File: src/rtl/position_stack.sv
// Handshaked LIFO holding queen positions for the 8-queen solver.
// Push and pop each take two cycles; an indexed port reads entries without popping them.
module position_stack #(
   parameter int WIDTH = 6,
   parameter int DEPTH = 8,
   parameter int PTR_W = 4
) (
   input  logic             clk,
   input  logic             reset_n,
   input  logic             clear,
   input  logic             push,
   input  logic             pop,
   input  logic [WIDTH-1:0] data_in,
   output logic [WIDTH-1:0] data_out,
   output logic             stack_ready,
   output logic             underflow,
   output logic             overflow,
   output logic             empty,
   output logic             full,
   output logic [PTR_W-1:0] count,
   input  logic [PTR_W-2:0] rd_index,
   output logic [WIDTH-1:0] rd_data
);

   localparam logic [1:0] IDLE    = 2'd0;
   localparam logic [1:0] PUSH_WR = 2'd1;
   localparam logic [1:0] POP_RD  = 2'd2;

   localparam logic [PTR_W-1:0] SP_ONE  = 1;
   localparam logic [PTR_W-2:0] IDX_ONE = 1;
   localparam logic [PTR_W-1:0] SP_FULL = PTR_W'(DEPTH);

   logic [1:0]       state;
   logic [PTR_W-1:0] sp;
   logic [WIDTH-1:0] hold;
   logic [WIDTH-1:0] mem [DEPTH];
   logic [PTR_W-2:0] wr_idx;
   logic [PTR_W-2:0] top_idx;

   // sp never exceeds DEPTH, and in PUSH_WR it is below DEPTH, so the low bits index the array.
   assign wr_idx      = sp[PTR_W-2:0];
   assign top_idx     = wr_idx - IDX_ONE;
   assign stack_ready = (state == IDLE);
   assign empty       = (sp == '0);
   assign full        = (sp == SP_FULL);
   assign count       = sp;
   assign rd_data     = mem[rd_index];

   always_ff @(posedge clk or negedge reset_n) begin
      if (!reset_n) begin
         state     <= IDLE;
         sp        <= '0;
         data_out  <= '0;
         underflow <= 1'b0;
         overflow  <= 1'b0;
      end else begin
         underflow <= 1'b0;
         case (state)
            IDLE: begin
               if (clear) begin
                  sp       <= '0;
                  overflow <= 1'b0;
               end else if (push) begin
                  // A simultaneous pop is dropped here whether or not the push succeeds.
                  if (!full) state    <= PUSH_WR;
                  else       overflow <= 1'b1;
               end else if (pop) begin
                  if (!empty) state     <= POP_RD;
                  else        underflow <= 1'b1;
               end
            end
            PUSH_WR: begin
               sp    <= sp + SP_ONE;
               state <= IDLE;
            end
            POP_RD: begin
               data_out <= mem[top_idx];
               sp       <= sp - SP_ONE;
               state    <= IDLE;
            end
            default: state <= IDLE;
         endcase
      end
   end

   // Storage and the push holding register carry data only and are never reset.
   always_ff @(posedge clk) begin
      if (state == IDLE && !clear && push && !full)
         hold <= data_in;
      if (state == PUSH_WR)
         mem[wr_idx] <= hold;
   end

endmodule

File: config.mk
export PLATFORM = sky130hd
export DESIGN_NAME = position_stack
export DESIGN_NICKNAME = d
export VERILOG_FILES = /design/src/rtl/position_stack.sv
export SDC_FILE = /design/constraint.sdc
export NUM_CORES = 1
export LEC_CHECK = 0
export BUFFER_PORTS_ARGS = -buffer_cell sky130_fd_sc_hd__buf_2
export CELL_PAD_IN_SITES_DETAIL_PLACEMENT = 1
export CELL_PAD_IN_SITES_GLOBAL_PLACEMENT = 1
export CORE_MARGIN = 1
export CORE_UTILIZATION = 35
export DETAILED_ROUTE_END_ITERATION = 16
export PLACE_DENSITY_LB_ADDON = 0.1
export SYNTH_ARGS = -nofsm -noshare
export SYNTH_HDL_FRONTEND = slang
export SYNTH_SLANG_ARGS = --single-unit
File: constraint.sdc
create_clock -name clk -period 3.7 [get_ports clk]
set_input_delay 0.74 -clock clk [delete_from_list [all_inputs] [get_ports clk]]
set_output_delay 0.74 -clock clk [all_outputs]
set_load 0.03 [all_outputs]
==> metrics <==
Worst EP arrival=2150 ps; minimum clock period after layout=2890 ps; CTS root buf=clkbuf_8; Worst-path clk slew=70 ps; DIE WIDTH=97.0 um; Max VDD drop=301 uV; Worst path max stage delay=570 ps; # fillers=876; P per Cell Area=714 nW/um^2; fin crit share=0.780; Core Area=8720 um^2; number of flops mapped to enable cells by yosys=54; Seq/Total Area, Yosys=0.624; initial antenna violation count=0; Num CTS Buffers=9; DR vias=1838; reg-to-reg slack, setup=1420 ps; Sw Ratio=0.358; initial core utilization=0.363; outcome=completed; area of the multi-input gates=1120 um^2; Mapped Area=3160 um^2; setup violators final=0; largest net degree at the start of global routing=23; drt via density=5.36; Worst-Skew Late Latency=340 ps; Async SR Flop Fraction=0.206; cell mode on critical path=buf_2; initial DRC count=99; CP Launch Type=input port; crit-path cells=buf_2 > mux4_2 > mux2_2 > buf_2; Slew Limit Fails=0; Synth Instances=190; Placed Instance Area=3440 um^2; fraction of layout cells with a size suffix above 1=0.345; total setup buffers inserted after CTS=0; first-pass GRT wire length=11.5 mm; vias in the first global route=1970; pre-CTS WS=790 ps; number of remaining DRC errors=0; H-tree depth=3; syn avg cell area=16.6 um^2; slowest library cell on the worst path=mux4_2; RD Place Congestion=0.750; Ant. Diodes=0; Register Area=1970 um^2; final hold violation count=0; Clock Tree Buf Depth=2; Yosys warning total=0; power share of the combinational group=0.364; IO Pins=35; Final Instance Area=3630 um^2; PostCTS Resize Cnt=0; Crit Path Category=in -> out; die area=9420 um^2; WL per Instance=21.5 um; Max Cap Violations=0; Setup crit end kind=output port; DRT Pass-1 Iters=4; Main synth FF type=edfxtp_1; clock sink total=68; f_max=346 MHz; Die Y=97.0 um; Lkg Pwr=0.00136 uW; RSZ-0062 raised after global routing=no; Least-Margin Pin Slew=859 ps; worst path required time=2960 ps; clock share of power=0.226; cts hold-fix bufs=0; CP Max Fanout=12; worst hold path class=in -> async; NumNets Final=252; HPWL Detailed=5.19 mm; WL final=7.36 mm; Cell variety after synth=35; post-route ant nets=0; TritonCTS clock tree=built; NetSw=929 uW; number of register bits inferred by synthesis=68; Port Buffer Count=34; Setup Skew=9.56 ps; Pint=1660 uW; sequential share of power=0.410; Rel. slew slack=0.425; GRT overflow=0; Total Neg Setup Slack=0 ps; syn_nets=212; area added between synthesis and finish=14.9%; Overall Global Routing Usage=0.169; final setup margin=813 ps; num rows=34
cell type report:
cell class,count,area share
clock inverter,2,0.00965
sequential,68,0.543
tap,108,0.0372
inverter,7,0.00723
multi-input combinational,107,0.308
clock buffer,14,0.0420
timing repair buffer,37,0.0530
routing by layer:
metal	global-route usage	up-vias	routed length (um)
met5	0	-	0
met4	0.0620	0	102
met3	0.0434	8	212
met2	0.268	31	3650
met1	0.225	971	3400
li1	-	828	-
sequential cells by signal, summed over array words and instances, names as in the netlist:
register / cells
mem: 48
data_out: 6
hold: 6
count: 4
state: 2
overflow: 1
underflow: 1
stage by stage:
stage / power (uW) / cells / util / hold WS, ps
final: 2590 / 343 / 0.416 / 301
after floorplan: 1740 / 190 / - / 444
after global placement: 2000 / 327 / 0.395 / 500
after detailed placement: 2030 / 327 / 0.395 / 514
after global routing: 2740 / 343 / 0.416 / 307
after CTS: 2630 / 343 / 0.416 / 288
worst max-delay path, delay by kind of cell:
family                 cells  cell delay [ps]
multiplexers               2              860
buffers and inverters      2              540
worst paths after layout:
check	startpoint	endpoint	depth (start not counted)
hold / removal	reset_n	count[3]	1
min in group clk	data_out[3]	data_out[3]	2
setup reg to reg	count[1]	data_out[2]	5
max in group asynchronous	reset_n	count[0]	1
hold reg to reg	data_out[3]	data_out[3]	2
setup / recovery	rd_index[1]	rd_data[3]	4
layout by cell type (no fill, tap or decap), types with 6 or more instances in the layout:
cell type | synthesis | routed
dfrtp_1 | 14 | 14
edfxtp_1 | 54 | 54
nand2_1 | 8 | 8
buf_2 | 3 | 34
mux2i_1 | 6 | 6
clkbuf_8 | 0 | 10
ha_1 | 8 | 8
nor2_1 | 14 | 14
mux2_2 | 6 | 6
inv_1 | 7 | 7
mux4_2 | 24 | 24
a21oi_1 | 11 | 11
Yosys cell counts (2+ instances only):
cell,count,area [um^2]
a21oi_1,11,55.1
and3_1,2,12.5
buf_1,2,7.51
buf_2,3,15.0
dfrtp_1,14,350
edfxtp_1,54,1620
ha_1,8,100
inv_1,7,26.3
mux2_2,6,67.6
mux2i_1,6,60.1
mux4_2,24,541
nand2_1,8,30.0
nand3_1,2,10.0
nor2_1,14,52.6
nor3_1,4,20.0
o21ai_0,4,20.0
o21ai_1,3,15.0
logic make-up after synthesis:
logic type      share of synthesized area
mux                                 0.211
flops                               0.624
buf+inv                            0.0226
fa+ha+maj                          0.0317
simple gates                       0.0514
xor+xnor                           0.0107
compound gates                     0.0487
power by group through the flow:
stage	Sequential [uW]	Clock (uW)	Combinational [uW]
after floorplan	1140	0	600
after global placement	1060	0	937
after detailed placement	1080	0	951
after CTS	1060	609	958
after global routing	1080	631	1030
final	1060	586	943
(Power assumes the default switching activity.)
